File: config.mk
export PLATFORM = sky130hd
export DESIGN_NAME = timer_counter_param
export DESIGN_NICKNAME = d
export VERILOG_FILES = /design/src/rtl/timer_counter_param.sv
export SDC_FILE = /design/constraint.sdc
export NUM_CORES = 1
export LEC_CHECK = 0
export ABC_AREA = 1
export CAP_MARGIN = 20
export CORE_ASPECT_RATIO = 1.5
export CORE_UTILIZATION = 40
export CTS_BUF_LIST = sky130_fd_sc_hd__clkbuf_4
export CTS_CLUSTER_DIAMETER = 120
export CTS_CLUSTER_SIZE = 14
export DETAILED_ROUTE_END_ITERATION = 16
export HOLD_SLACK_MARGIN = 0.15
export PLACE_DENSITY = 0.67
export SLEW_MARGIN = 15
export SYNTH_ARGS = -nofsm -noshare
export SYNTH_HDL_FRONTEND = slang
export SYNTH_SLANG_ARGS = --single-unit
File: constraint.sdc
create_clock -name sysClock -period 2.9 [get_ports sysClock]
set_input_delay 0.58 -clock sysClock [delete_from_list [all_inputs] [get_ports sysClock]]
set_output_delay 0.58 -clock sysClock [all_outputs]
set_load 0.02 [all_outputs]
File: src/rtl/timer_counter_param.sv
// Parametrised timer/counter (normal, CTC, fast PWM) with 10-bit prescaler, external clock source and compare pin.
// Outputs registered; flags visible the cycle after a tick; register writes are single-cycle enables with no backpressure.
module timer_counter_param #(
  parameter int WIDTH       = 8,
  parameter bit PRESC_RESET = 1'b1
) (
  input  logic             sysClock,
  input  logic             rst_n,
  input  logic [WIDTH-1:0] TCNT_input,
  input  logic [WIDTH-1:0] OCR_input,
  input  logic [7:0]       TCCR_input,
  input  logic [1:0]       TIMSK_input,
  input  logic [1:0]       TIFR_input,
  input  logic             TCNT_write_enable,
  input  logic             OCR_write_enable,
  input  logic             TCCR_write_enable,
  input  logic             TIMSK_write_enable,
  input  logic             TIFR_write_enable,
  input  logic             clear_count,
  input  logic             ext_clk_pin,
  output logic [WIDTH-1:0] TCNT_output,
  output logic [WIDTH-1:0] OCR_output,
  output logic [7:0]       TCCR_output,
  output logic [1:0]       TIMSK_output,
  output logic [1:0]       TIFR_output,
  output logic             irq_ovf,
  output logic             irq_cmp,
  output logic             oc_pin
);

  localparam logic [WIDTH-1:0] CNT_MAX = {WIDTH{1'b1}};
  localparam logic [WIDTH-1:0] CNT_ONE = {{(WIDTH-1){1'b0}}, 1'b1};

  logic [WIDTH-1:0] tcnt_q, ocr_q, ocr_buf_q;
  logic [6:0]       tccr_q;
  logic [1:0]       timsk_q, tifr_q;
  logic [9:0]       presc_q;
  logic [2:0]       ext_sync_q;
  logic             blk_q, oc_q;

  logic [2:0] cs;
  logic [1:0] com;
  logic       pwm_mode, ctc_mode;
  logic       ext_rise, ext_fall, presc_run;
  logic       tick_raw, tick, match, wrap, ctc_clear, foc, oc_d;

  assign cs        = tccr_q[2:0];
  assign com       = tccr_q[6:5];
  assign pwm_mode  = (tccr_q[4:3] == 2'b10);
  assign ctc_mode  = (tccr_q[4:3] == 2'b01);
  assign ext_rise  = ext_sync_q[1] & ~ext_sync_q[2];
  assign ext_fall  = ~ext_sync_q[1] & ext_sync_q[2];
  assign presc_run = (cs >= 3'd1) && (cs <= 3'd5);

  always_comb begin
    tick_raw = 1'b0;
    case (cs)
      3'd1:    tick_raw = 1'b1;
      3'd2:    tick_raw = &presc_q[2:0];
      3'd3:    tick_raw = &presc_q[5:0];
      3'd4:    tick_raw = &presc_q[7:0];
      3'd5:    tick_raw = &presc_q;
      3'd6:    tick_raw = ext_fall;
      3'd7:    tick_raw = ext_rise;
      default: tick_raw = 1'b0;
    endcase
  end

  // A tick colliding with a clear or a software TCNT write is dropped entirely.
  assign tick      = tick_raw & ~clear_count & ~TCNT_write_enable;
  assign match     = tick & ~blk_q & (tcnt_q == ocr_q);
  assign wrap      = tick & (tcnt_q == CNT_MAX);
  assign ctc_clear = ctc_mode & match;
  assign foc       = TCCR_write_enable & TCCR_input[7] & (TCCR_input[4:3] != 2'b10);

  function automatic logic com_apply(input logic [1:0] c, input logic cur);
    case (c)
      2'b01:   return ~cur;
      2'b10:   return 1'b0;
      2'b11:   return 1'b1;
      default: return cur;
    endcase
  endfunction

  always_comb begin
    oc_d = oc_q;
    if (foc) begin
      oc_d = com_apply(TCCR_input[6:5], oc_q);
    end else if (pwm_mode) begin
      // BOTTOM wins over a match at MAX so OCR=MAX gives a constant level.
      if (com[1]) begin
        if (wrap)       oc_d = ~com[0];
        else if (match) oc_d = com[0];
      end
    end else if (match) begin
      oc_d = com_apply(com, oc_q);
    end
  end

  always_ff @(posedge sysClock or negedge rst_n) begin
    if (!rst_n) begin
      tcnt_q     <= '0;
      ocr_q      <= '0;
      ocr_buf_q  <= '0;
      tccr_q     <= '0;
      timsk_q    <= '0;
      tifr_q     <= '0;
      presc_q    <= '0;
      ext_sync_q <= '0;
      blk_q      <= 1'b0;
      oc_q       <= 1'b0;
    end else begin
      ext_sync_q <= {ext_sync_q[1:0], ext_clk_pin};
      oc_q       <= oc_d;

      if (clear_count || (TCCR_write_enable && PRESC_RESET)) presc_q <= '0;
      else if (presc_run)                                    presc_q <= presc_q + 10'd1;

      if (clear_count)            tcnt_q <= '0;
      else if (TCNT_write_enable) tcnt_q <= TCNT_input;
      else if (tick)              tcnt_q <= ctc_clear ? '0 : tcnt_q + CNT_ONE;

      if (TCNT_write_enable) blk_q <= 1'b1;
      else if (tick)         blk_q <= 1'b0;

      if (OCR_write_enable) begin
        ocr_buf_q <= OCR_input;
        if (!pwm_mode) ocr_q <= OCR_input;
      end
      if (pwm_mode && wrap) ocr_q <= OCR_write_enable ? OCR_input : ocr_buf_q;

      if (TCCR_write_enable)  tccr_q  <= TCCR_input[6:0];
      if (TIMSK_write_enable) timsk_q <= TIMSK_input;

      tifr_q[0] <= wrap  | (tifr_q[0] & ~(TIFR_write_enable & TIFR_input[0]));
      tifr_q[1] <= match | (tifr_q[1] & ~(TIFR_write_enable & TIFR_input[1]));
    end
  end

  assign TCNT_output  = tcnt_q;
  assign OCR_output   = ocr_q;
  assign TCCR_output  = {1'b0, tccr_q};
  assign TIMSK_output = timsk_q;
  assign TIFR_output  = tifr_q;
  assign oc_pin       = oc_q;
  assign irq_ovf      = tifr_q[0] & timsk_q[0];
  assign irq_cmp      = tifr_q[1] & timsk_q[1];

endmodule

# Yosys cells after proc, flatten, opt, wreduce, memory -nomap -nowiden

Cells that the tools add are included.

Order comparisons: 2
Equal/unequal tests: 21
Reduce and logical (&&, ||, !) cells: 16
Bitwise operators: 27
Muxes and demuxes: 21
$add $sub $neg: 2

Operators with widths:

| cell                    | number |
|---|---|
| $mux W8                 | 8 |
| $mux W10                | 2 |
| $and A1 B1 Y1           | 16 |
| $eq A3 B3 Y1 const B    | 4 |
| $add A10 B1 Y10 const B | 1 |
| $eq A2 B2 Y1 const B    | 5 |
| $reduce_and A10 Y1      | 1 |
| $not A1 Y1              | 9 |
| $reduce_bool A3 Y1      | 3 |
| $add A8 B1 Y8 const B   | 1 |
| $eq A8 B8 Y1            | 1 |
| $eq A8 B8 Y1 const B    | 1 |
| $mux W1                 | 8 |
| $reduce_and A8 Y1       | 1 |
| $pmux W1 S7             | 1 |
| $eq A2 B1 Y1 const B    | 3 |
| $eq A3 B2 Y1 const B    | 2 |
| $pmux W1 S3             | 2 |
| $reduce_and A6 Y1       | 1 |
| $reduce_bool A2 Y1      | 3 |
| $reduce_and A5 Y1       | 1 |
| $reduce_bool A5 Y1      | 1 |
| $ne A4 B1 Y1 const B    | 1 |
| $eq A3 B1 Y1 const B    | 1 |
| other kinds (10)        | 12 |

Word-level logic and storage cells: 99
Input port bits: 37
Flip-flop bits (word level): 50
Output and inout bits: 31

# Logic depth before layout (Yosys ltp)

Gate-level depths: netlist (run 1).

Word-level depth: 12
Gate-level depth with buffers: 16
Mapped depth without buffers: 16

# Worst setup path after synthesis (run 1)

Ideal clock, no wire load.

Path type: flip-flop to flip-flop
From: register presc_q[0]
To: register tcnt_q[7], in the netlist TCNT_output[7]
Slack: 1.145 ns
Clock period less this slack: 1.755 ns
Data required time: 2.778 ns
Library setup time: 0.122 ns
Buffers on the path: 0
Data arrival time: 1.633 ns
Cell stages (with the launch flop): 15
Path through: dfrtp_1 ha_1 ha_1 inv_1 nor2_1 nand2_1 nand2_1 a21oi_2 nand2_2 nand2_4 nand2_2 nand2_1 inv_2 o21ai_2 o21ai_1

Longest elaborated chain between the ends: 11
Elaborated cells on any way between the ends: 15
Classes of those cells: 5 x mux; 5 x bitwise; 5 x reduce/logical

RTL lines:

| element                                          | line | source |
|---|---|---|
| start, declared                                  | 37   | `logic [9:0] presc_q;` |
| start signal, assigned                           | 117  | `else if (presc_run) presc_q <= presc_q + 10'd1;` |
| $reduce_and A10 Y1, or another cell as far along | 62   | `3'd5: tick_raw = &presc_q;` |
| $pmux W1 S7 (*)                                  | 57   | `case (cs)` |
| $and A1 B1 Y1 (*) (2 in a row)                   | 70   | `assign tick = tick_raw & ~clear_count & ~TCNT_write_enable;` |
| $and A1 B1 Y1 (2 in a row)                       | 71   | `assign match = tick & ~blk_q & (tcnt_q == ocr_q);` |
| $and A1 B1 Y1                                    | 73   | `assign ctc_clear = ctc_mode & match;` |
| $mux W8 (2 in a row)                             | 121  | `else if (tick) tcnt_q <= ctc_clear ? '0 : tcnt_q + CNT_ONE;` |
| $mux W8                                          | 120  | `else if (TCNT_write_enable) tcnt_q <= TCNT_input;` |
| $mux W8                                          | 119  | `if (clear_count) tcnt_q <= '0;` |
| end signal, assigned                             | 120  |  |
| end signal, assigned                             | 121  |  |
| end, declared                                    | 34   | `logic [WIDTH-1:0] tcnt_q, ocr_q, ocr_buf_q;` |

Mark *: on every way between the ends. The rest lies on a longest branch, timed or not. The select of a mux whose other input is x is not followed.
A chain may end at the register's enable or synchronous reset.

# Worst setup path in the final report (run 1)

From: register tcnt_q[2], in the netlist TCNT_output[2]
To: output port TCNT_output[2]

RTL lines:

| element       | line | source |
|---|---|---|
| end, declared | 21   | `output logic [WIDTH-1:0] TCNT_output,` |

No word-level cell between the ends.

==> metrics.md, run 1 <==
| Metric | Value |
|---|---|
| Final Wtd Congestion | 0.821 |
| Global-route wire length before repair | 11200 um |
| Max_slew headroom | 0.666 |
| Vias in the first global route | 2395 |
| CP cell instances | clkdlybuf4s50_1 |
| Path length in cells of the critical path | 1 |
| Slew of the pin with the lowest slew margin | 501 ps |
| Final ANT Viol Nets | 0 |
| # fillers | 632 |
| Dpl hpwl | 5070 um |
| Syn Area/Cell | 7.67 sq um |
| N_diodes | 0 |
| Total negative slack | 0 ps |
| CP max-delay cell | clkdlybuf4s50_1 |
| Top Ports | 68 |
| Clock buffer depth | 2 |
| DR WL met2 | 3510 um |
| Die area | 7170 sq um |
| Max Fanout on Critical Path | 7 |
| Pre-CTS WS | 500 ps |
| Bufs and invs on worst path | 1 |
| Routed vias/inst | 4.94 |
| Final setup vio count | 0 |
| Core area | 6530 sq um |
| Iteration-0 DRC Markers | 68 |
| CTS tree | done |
| Root Driver | clkbuf_4 |
| Register bit total from synthesis | 50 |
| Critical Path Max Stage Delay | 660 ps |
| Clock transition at the registers of the reported paths | 140 ps |
| Pin count of the biggest net entering global routing | 29 |
| Global Route Usage Sum | 0.198 |
| RSZ-0062 raised after global routing | no |
| WL met1 | 2810 um |
| CP arrival | 1510 ps |
| Post-synth top area share | 0.458 |
| Synth area leader | dfrtp_1 |
| Status | complete, no violations |
| Seq/Total Area, Yosys | 0.458 |
| Critical path class | reg2out |
| Leakage | 0.00167 uW |
| Nets@finish | 467 |
| Register Area | 1250 sq um |
| Fraction of layout cells with a size suffix above 1 | 0.0843 |
| Final Hold Viols | 0 |
| CP top delay family | buffers and inverters |
| Starting Density | 0.418 |
| Crit path required time | 2320 ps |
| Postcts setup bufs | 0 |
| Cell area power density | 431 nW/um^2 |
| Startpoint types | flip-flop |
| Number of port buffers | 66 |
| CP Capture Type | primary output |
| Clock buffer count from CTS | 5 |
| Die X-Extent | 69.5 um |
| CTS Sinks | 50 |
| Peak VDD IR | 0.252 mV |
| Max Slew Vio Count | 0 |
| Die Span Y | 103 um |
| Post-cts resize count | 0 |
| Yosys warns | 0 |
| HP Class | in2async |
| Met3 routed WL | 202 um |
| F_max | 0.478 GHz |
| Reg2reg path depth | 14 |
| Initial antenna violation count | 0 |
| Clk_lat worst skew | 360 ps |
| DR DRC count | 0 |
| First-pass DRT Iterations | 4 |
| Post-synth cell types | 39 |
| Fin crit share | 0.722 |
| WL per Instance | 13.1 um |
| Total congestion overflow | 0 |
| Synth top area cells | dfrtp_1, nand2_1, inv_1 |
| Area growth, synth to finish | 29.3% |
| Max cap viols | 0 |
| Area of the mapped netlist | 2730 sq um |
| Mapped Cells | 356 |
| CTS Hold Bufs | 0 |
| Clock Skew | 11.0 ps |
| H-tree Lvls | 2 |
| Min cycle time layout | 2090 ps |
| Row cnt | 36 |
| Area of the multi-input gates | 1280 sq um |
| Vias | 2484 |
| Max Used Layer | met4 |
| Syn nets | 396 |
| Final Routed Wirelength | 6590 um |
| Fin worst setup slack | 807 ps |
power breakdown:
| group | switching (uW) | internal, uW |
|---|---|---|
| Combinational | 215 | 181 |
| Clock | 217 | 100 |
| Sequential | 58.9 | 751 |
cells by family after synthesis:
kind of cell,synth area share
XOR/XNOR,0.00642
AO/OA/AOI/OAI,0.117
multiplexers,0.00825
AND/OR/NAND/NOR,0.323
buffers and inverters,0.0720
adder cells (fa/ha/maj),0.0138
flip-flops,0.458
other,0.00137
placed cells by master (no fill, tap or decap), types with 3 or more instances in the layout:
cell type        instances
nand3_2                  3
nor2_2                   5
nand2_1                123
clkinv_1                 3
nand4_1                  4
nor2_1                  27
clkdlybuf4s50_1         65
ha_1                     3
o21ai_1                  6
nand3_1                 18
dfrtp_1                 50
clkbuf_4                 6
inv_1                   39
buf_4                    3
a22oi_1                  8
o21ai_0                 22
a21oi_1                 14
through the flow:
stage / hold slack (ps) / power [uW] / util / instance area [sq um] / std cells
6_report: 154 / 1520 / 0.541 / 3530 / 503
5_1_grt: 174 / 1630 / 0.541 / 3530 / 503
4_1_cts: 164 / 1550 / 0.541 / 3530 / 503
3_5_place_dp: 340 / 1220 / 0.533 / 3480 / 496
3_3_place_gp: 339 / 1220 / 0.533 / 3480 / 496
2_1_floorplan: 284 / 1020 / - / 2730 / 356
layer usage:
metal  up-vias  track usage
met2        42        0.365
met5         -            0
li1       1278            -
met1      1159        0.242
met3         5       0.0271
met4         0       0.0549
cell type report:
cell class	instances	area share
inverter	45	0.0485
sequential	50	0.354
multi-input combinational	256	0.363
clock inverter	1	0.00213
timing repair buffer	69	0.192
tap	76	0.0269
clock buffer	6	0.0128
cells in the mapped netlist:
library cell and n:
a21boi_1 1, a21oi_1 14, a21oi_2 1, a22o_1 1, a22oi_1 8, buf_2 1
buf_4 1, clkbuf_1 2, clkbuf_2 1, clkinv_1 3, conb_1 1, dfrtp_1 50
ha_1 3, inv_1 39, inv_2 2, inv_4 1, mux2_2 2, nand2_1 123
nand2_2 2, nand2_4 2, nand3_1 18, nand3_2 3, nand3_4 1, nand4_1 4
nand4_4 1, nor2_1 27, nor2_2 5, nor2_8 2, nor3_1 1, nor3_2 1
nor3b_1 1, o211ai_1 1, o21a_1 1, o21ai_0 22, o21ai_1 6, o21ai_2 1
or2_2 1, xnor2_1 1, xor2_1 1
registers in the layout (all words and copies together), names as in the netlist:
| register | count |
|---|---|
| OCR_output | 8 |
| tccr_q | 7 |
| ocr_buf_q | 8 |
| TIFR_output | 2 |
| TCNT_output | 8 |
| blk_q | 1 |
| presc_q | 10 |
| oc_pin | 1 |
| TIMSK_output | 2 |
| ext_sync_q | 3 |
worst paths after layout:
check / startpoint / endpoint / slack, ps
min reg2reg: ext_sync_q[0] / ext_sync_q[1] / 370
max in group asynchronous: rst_n / TCNT_output[0] / 1980
max reg2reg: presc_q[0] / TCNT_output[7] / 820
min in group sysClock: ext_sync_q[0] / ext_sync_q[1] / 370
max: TCNT_output[2] / TCNT_output[2] / 810
min: rst_n / ext_sync_q[2] / 150
No activity file was read; power rests on OpenSTA's default activity.
==> inputs of run 2 (changes only) <==
--- a/config.mk
+++ b/config.mk
@@ -14,7 +14,7 @@
 export CTS_CLUSTER_SIZE = 14
 export DETAILED_ROUTE_END_ITERATION = 16
 export HOLD_SLACK_MARGIN = 0.15
-export PLACE_DENSITY = 0.67
+export PLACE_DENSITY = 0.7
 export SLEW_MARGIN = 15
 export SYNTH_ARGS = -nofsm -noshare
 export SYNTH_HDL_FRONTEND = slang
==> constraint.sdc (replaced) <==
create_clock -name sysClock -period 1.9 [get_ports sysClock]
set_input_delay 0.38 -clock sysClock [delete_from_list [all_inputs] [get_ports sysClock]]
set_output_delay 0.38 -clock sysClock [all_outputs]
set_load 0.02 [all_outputs]
==> run 2 against run 1 <==
The run now ends with setup timing left; largest power group unchanged; utilization increased by 5.3 points; global-route usage increased by 1.5 points; critical path depth increased by 13; worst hold slack improved by 220 ps; die area unchanged; clock skew increased by 8.2 ps.
==> metrics.md, run 2 (same netlist as run 1, synthesis figures left out) <==
| Metric | Value |
|---|---|
| Clock buffer count from CTS | 5 (unchanged) |
| Met2 GRT Util | 0.399 (+0.0336) |
| Most frequent cells in the layout | nand2_1, clkdlybuf4s50_1, dfrtp_1 |
| Crit path required time | 2190 ps (-130 ps) |
| Global-route wire length before repair | 12200 um (+8.9%) |
| Nets@finish | 492 (+5.4%) |
| Number of port buffers | 66 (unchanged) |
| First-pass DRT Iterations | 4 (unchanged) |
| Fin crit share | 1.01 |
| Pre-CTS WS | -37.6 ps (-537 ps) |
| Final Hold Viols | 0 (unchanged) |
| Pin count of the biggest net entering global routing | 25 (-14%) |
| Commonest non-fill, non-tap cell in the layout | nand2_1 |
| Register Area | 1250 sq um (+0.30%) |
| DR DRC count | 0 (unchanged) |
| Fin cells | 529 (+5.2%) |
| Met3 GRT Util | 0.0368 (+0.00969) |
| Clock transition at the registers of the reported paths | 160 ps (+20 ps) |
| Peak VDD IR | 0.648 mV (+160%) |
| # fillers | 578 (-8.5%) |
| Leakage | 0.00196 uW (+17%) |
| Cell area power density | 661 nW/um^2 (+53%) |
| Clk_lat worst skew | 380 ps (+20 ps) |
| H-tree Lvls | 2 (unchanged) |
| Initial antenna violation count | 0 (unchanged) |
| Area growth, synth to finish | 42.0% |
| Bufs and invs on worst path | 2 (+1) |
| Vias in the first global route | 2742 (+14%) |
| Placed Instance Area | 3630 sq um (+4.5%) |
| WL per Instance | 13.8 um (+5.4%) |
| Top Ports | 68 (unchanged) |
| Cell area after layout | 3880 sq um (+9.8%) |
| Max cap viols | 0 (unchanged) |
| RSZ-0062 raised after global routing | yes |
| N_diodes | 0 (unchanged) |
| Root Driver | clkbuf_4 |
| Max Slew Vio Count | 0 (unchanged) |
| Global Route Usage Sum | 0.213 (+0.0152) |
| CP top delay family | simple AND/OR/NAND/NOR gates |
| Final Routed Wirelength | 7300 um (+11%) |
| Area of the multi-input gates | 1370 sq um (+6.4%) |
| Dpl hpwl | 5450 um (+7.6%) |
| Fraction of layout cells with a size suffix above 1 | 0.181 (+0.0967) |
| Number of flip-flops under the largest register name | 10 (unchanged) |
| Biggest register | presc_q |
| Inst Count DP | 515 (+3.8%) |
| Iteration-0 DRC Markers | 98 (+44%) |
| Most used cell, CP | nand2_1 |
| Starting Density | 0.418 (unchanged) |
| Die Span Y | 103 um (unchanged) |
| CP arrival | 2210 ps (+700 ps) |
| Final core utilization | 0.594 (+0.0531) |
| HP Class | reg2reg |
| Die X-Extent | 69.5 um (unchanged) |
| Core area | 6530 sq um (unchanged) |
| Critical Path Max Stage Delay | 450 ps (-210 ps) |
| Die area | 7170 sq um (unchanged) |
| CP max-delay cell | dfrtp_1 |
| Clock buffer depth | 2 (unchanged) |
| Final Wtd Congestion | 0.850 (+3.5%) |
| Routed vias/inst | 5.09 (+3.0%) |
| Violated checks | setup timing |
| Vias | 2691 (+8.3%) |
| Busiest grt layer | met2 |
| Total congestion overflow | 0 (unchanged) |
| CP Capture Type | flip-flop |
| Met1 global-route usage | 0.234 (-0.00853) |
| Row cnt | 36 (unchanged) |
| CTS Sinks | 50 (unchanged) |
| CP cell instances | ha_4 > ha_4 > inv_2 > nor2_1 > nand2_1 > nand2_1 > a21oi_2 > nand2_2 > nand2_4 > nor2_8 > nand3_4 > inv_4 > a22oi_1 > nand2_1 |
| Min cycle time layout | 1930 ps |
| CTS tree | done |
| Final setup vio count | 3 (+3) |
| Startpoint types | flip-flop |
| Fin worst setup slack | -26.0 ps (-833 ps) |
| Clock Skew | 19.2 ps (+8.17 ps) |
| Max Fanout on Critical Path | 4 (-3) |
| Critical path class | reg2reg |
| Final ANT Viol Nets | 0 (unchanged) |
| Status | finished with violations |
| F_max | 0.519 GHz |
## run 2: cell types whose count changed in the layout (fill, tap and decap cells not counted), moves of 3 or more
cell | before | now
dfrtp_2 | 0 | 3
a22oi_1 | 8 | 4
clkdlybuf4s50_1 | 65 | 55
nand2_2 | 2 | 5
buf_4 | 3 | 25
nand2_1 | 123 | 120
nand3_1 | 18 | 15
nand3_2 | 3 | 6
dfrtp_1 | 50 | 47
a22oi_2 | 0 | 4
dlymetal6s2s_1 | 0 | 10
## run 2: final cells by class
class,instances,share of cell area
Inverter,45,0.0455
Timing Repair inverter,1,0.00161
Clock buffer,5,0.00968
Tap cell,76,0.0245
Multi-Input combinational cell,256,0.352
Clock inverter,3,0.0113
Sequential cell,50,0.324
Timing Repair Buffer,93,0.232
## run 2: final timing paths
check	depth (start not counted)	slack [ps]	endpoint	start
setup / recovery	14	-30	OCR_output[4]	presc_q[0]
hold / removal	0	370	ext_sync_q[1]	ext_sync_q[0]
setup reg to reg	14	-30	OCR_output[4]	presc_q[0]
hold reg to reg	0	370	ext_sync_q[1]	ext_sync_q[0]
max in group asynchronous	3	990	OCR_output[3]	rst_n
min in group asynchronous	2	390	tccr_q[2]	rst_n
## run 2: routing by layer
metal,up-vias,share of wire
met5,-,0
met4,0,0.041
met3,24,0.048
met2,92,0.53
met1,1247,0.38
li1,1328,-
## run 2: power breakdown
part           switching (uW)  internal (uW)  leakage [uW]
combinational             362            317       0.00128
clock                     372            280     0.0000456
sequential               83.5           1150      0.000628
## run 2: metrics by stage
step	hold WS, ps	setup TNS (ps)	total power, uW
finish	370	-34.7	2560
floorplan	84.4	0	1560
CTS	373	-23.0	2550
global route	389	-1730	2690
global placement	286	0	1890
detailed placement	289	-37.6	1910
## run 2: timing repair
| action | in CTS | in global routing |
|---|---|---|
| gates cloned | 0 | 1 |
| hold endpoints to repair | 10 | 0 |
| hold buffers | 1 | 0 |
| pin swaps | 1 | 6 |
| endpoints found under the setup margin | 11 | 27 |
| setup buffers | 1 | 3 |
| resized for setup | 7 | 28 |
==> inputs of run 3 (changes only) <==
--- a/config.mk
+++ b/config.mk
@@ -11,10 +11,11 @@
 export CORE_UTILIZATION = 40
 export CTS_BUF_LIST = sky130_fd_sc_hd__clkbuf_4
 export CTS_CLUSTER_DIAMETER = 120
-export CTS_CLUSTER_SIZE = 14
+export CTS_CLUSTER_SIZE = 40
 export DETAILED_ROUTE_END_ITERATION = 16
 export HOLD_SLACK_MARGIN = 0.15
 export PLACE_DENSITY = 0.7
+export REMOVE_ABC_BUFFERS = 1
 export SLEW_MARGIN = 15
 export SYNTH_ARGS = -nofsm -noshare
 export SYNTH_HDL_FRONTEND = slang
==> run 3 against run 2 <==
The run still ends with setup timing left; wire length down 3.5%; critical path type unchanged; sequential power is essentially flat; non-clock buffer count fell by 1; largest power group unchanged; critical endpoint is now TCNT_output[2]; first-iteration DRC count grew 52%; final area is 1.2% lower; worst hold slack got worse by 3.2 ps; utilization fell by 0.71 points; power is 7.0% lower; global-route usage down 1.1 points; sequential cell count did not move; largest cell class unchanged; clock power is 25% lower; combinational power fell by 2%.
==> metrics.md, run 3 (same netlist as run 1, synthesis figures left out) <==
| Metric | Value |
|---|---|
| Crit path required time | 2170 ps (-20 ps) |
| Leakage | 0.00191 uW (-2.2%) |
| CP Capture Type | flip-flop |
| Placed Instance Area | 3630 sq um (unchanged) |
| R2r endpoint | TCNT_output[2] |
| Dpl hpwl | 5320 um (-2.5%) |
| Min cycle time layout | 1900 ps (-21.7 ps) |
| Met2 GRT Util | 0.382 (-0.0164) |
| Fin worst setup slack | -4.31 ps (+21.7 ps) |
| Global Route Usage Sum | 0.202 (-0.0110) |
| Final Routed Wirelength | 7050 um (-3.5%) |
| Max cap viols | 0 (unchanged) |
| Clock power frac | 0.205 (-0.049) |
| Bufs and invs on worst path | 1 (-1) |
| Die Span Y | 103 um (unchanged) |
| Final Hold Viols | 0 (unchanged) |
| Startpoint types | flip-flop |
| Top Ports | 68 (unchanged) |
| Vias | 2657 (-1.3%) |
| Clock transition at the registers of the reported paths | 150 ps (about the same) |
| Initial antenna violation count | 0 (unchanged) |
| Nets@finish | 491 (-0.20%) |
| Met3 GRT Util | 0.0310 (-0.00581) |
| Final setup vio count | 1 (-2) |
| Iteration-0 DRC Markers | 149 (+52%) |
| First-pass DRT Iterations | 4 (unchanged) |
| P_sw | 785 uW (-3.9%) |
| Pre-CTS WS | -56.8 ps (-19.2 ps) |
| Most frequent cells in the layout | nand2_1, clkdlybuf4s50_1, dfrtp_1 |
| Routed vias/inst | 5.03 (-1.1%) |
| Busiest grt layer | met2 |
| CP cell instances | ha_2 > buf_4 > nand3_2 > nor2_2 > nand3_2 > nand2_2 > nand2_4 > nor2_8 > nand4_4 > nand2_1 > nand2_1 > nand2_1 > o21ai_1 |
| RSZ-0062 raised after global routing | yes |
| Clock Skew | 9.45 ps (-9.73 ps) |
| Core area | 6530 sq um (unchanged) |
| Number of flip-flops under the largest register name | 10 (unchanged) |
| Logic gate share of total power | 0.278 (+0.013) |
| Peak VDD IR | 0.462 mV (-29%) |
| Status | finished with violations |
| Starting Density | 0.418 (unchanged) |
| Cell area after layout | 3830 sq um (-1.2%) |
| CP arrival | 2170 ps (-40 ps) |
| Row cnt | 36 (unchanged) |
| Die area | 7170 sq um (unchanged) |
| H-tree Lvls | 2 (unchanged) |
| HP Class | reg2reg |
| Clk_lat worst skew | 370 ps (about the same) |
| Pin count of the biggest net entering global routing | 51 (+100%) |
| Biggest register | presc_q |
| Setup crit start | presc_q[1] |
| CTS Sinks | 50 (unchanged) |
| Most used cell, CP | nand2_1 |
| CP max-delay cell | dfrtp_1 |
| WL per Instance | 13.3 um (-3.3%) |
| Share of power burned in registers | 0.517 (+0.036) |
| Max Fanout on Critical Path | 8 (+4) |
| Fraction of layout cells with a size suffix above 1 | 0.186 (+0.00483) |
| CP top delay family | simple AND/OR/NAND/NOR gates |
| Root Driver | clkbuf_4 |
| Final core utilization | 0.587 (-0.00709) |
| Clock buffer depth | 2 (unchanged) |
| Clock buffer count from CTS | 5 (unchanged) |
| Max Slew Vio Count | 0 (unchanged) |
| Final ANT Viol Nets | 0 (unchanged) |
| N_diodes | 0 (unchanged) |
| Reg2reg path depth | 13 (-1) |
| Vias in the first global route | 2545 (-7.2%) |
| Crit path capture | TCNT_output[2] |
| Violated checks | setup timing |
| Die X-Extent | 69.5 um (unchanged) |
| Critical path class | reg2reg |
| Global-route wire length before repair | 11500 um (-6.1%) |
| Met1 global-route usage | 0.234 (+0.000397) |
| Commonest non-fill, non-tap cell in the layout | nand2_1 |
| Area growth, synth to finish | 40.3% |
| R2R setup slack | -4 ps (+20 ps) |
| R2r startpoint | presc_q[1] |
| Number of port buffers | 66 (unchanged) |
| Final Wtd Congestion | 0.867 (+2.1%) |
| DR DRC count | 0 (unchanged) |
| Path length in cells of the critical path | 13 (-1) |
| Total congestion overflow | 0 (unchanged) |
| Sw Share | 0.329 (+0.0104) |
| Cell area power density | 622 nW/um^2 (-5.8%) |
| CTS tree | done |
| Total negative slack | -4.31 ps (+30.4 ps) |
| Fin crit share | 1.00 (-0.0114) |
| Pint | 1600 uW (-8.4%) |
| F_max | 0.525 GHz (+1.1%) |
| Critical Path Max Stage Delay | 390 ps (-60 ps) |
## run 3: cell types whose count changed in the layout (fill, tap and decap cells not counted), sizes merged
cell,change
dlymetal6s2s,-2
clkinv,+2
inv,-1
buf,-1
clkdlybuf4s50,+1
bufinv,-1
dlygate4sd2,+1
## run 3: power groups by stage
| stage | Clock, uW | Combinational (uW) | Sequential [uW] |
|---|---|---|---|
| after CTS | 507 | 661 | 1230 |
| final | 488 | 664 | 1230 |
| after floorplan | 0 | 242 | 1310 |
| after detailed placement | 0 | 650 | 1250 |
| after global routing | 543 | 733 | 1250 |
| after global placement | 0 | 640 | 1250 |
## run 3: worst min path at each step
stage	from	end	slack (ps)	depth (start not counted)
after global placement	ext_sync_q[0]	ext_sync_q[1]	340	0
after floorplan	rst_n	OCR_output[0]	80	0
final	ext_sync_q[0]	ext_sync_q[1]	370	0
after CTS	ext_sync_q[0]	ext_sync_q[1]	370	0
after detailed placement	ext_sync_q[0]	ext_sync_q[1]	330	0
after global routing	ext_sync_q[0]	ext_sync_q[1]	380	0
## run 3: per-layer routing
layer	routed length, um	part of all wire
met1	2780	0.39
met3	286	0.041
met4	122	0.017
met2	3850	0.55
met5	0	0
## run 3: timing repair
| action | in CTS | in global routing |
|---|---|---|
| pin swaps | 0 | 10 |
| buffers inserted | 0 | 3 |
| endpoints found under the hold margin | 50 | 0 |
| endpoints found under the setup margin | 12 | 29 |
| gates resized for setup | 8 | 30 |
| gates cloned | 0 | 1 |
| hold buffers | 1 | 0 |
## run 3: final cells by class
class                           instances  area, sq um
Tap cell                               76         95.1
Clock buffer                            5         37.5
Clock inverter                          3         16.3
Timing Repair inverter                  1         6.26
Inverter                               45          176
Sequential cell                        50         1260
Timing Repair Buffer                   92          885
Multi-Input combinational cell        256         1360
Fill cell                             582         2700
## run 3: per-stage QoR
step | total power (uW) | instances | hold WS [ps]
floorplan | 1550 | 351 | 84.4
global placement | 1890 | 515 | 336
detailed placement | 1900 | 515 | 335
CTS | 2400 | 524 | 369
global route | 2520 | 528 | 375
finish | 2380 | 528 | 367
## run 3: worst reg2reg max path: stages (launching register included)
cell and delay [ps]:
dfrtp_1 390, ha_2 210, buf_4 120, nand3_2 80
nor2_2 120, nand3_2 100, nand2_2 100, nand2_4 80
nor2_8 170, nand4_4 170, nand2_1 110, nand2_1 60
nand2_1 50, o21ai_1 50
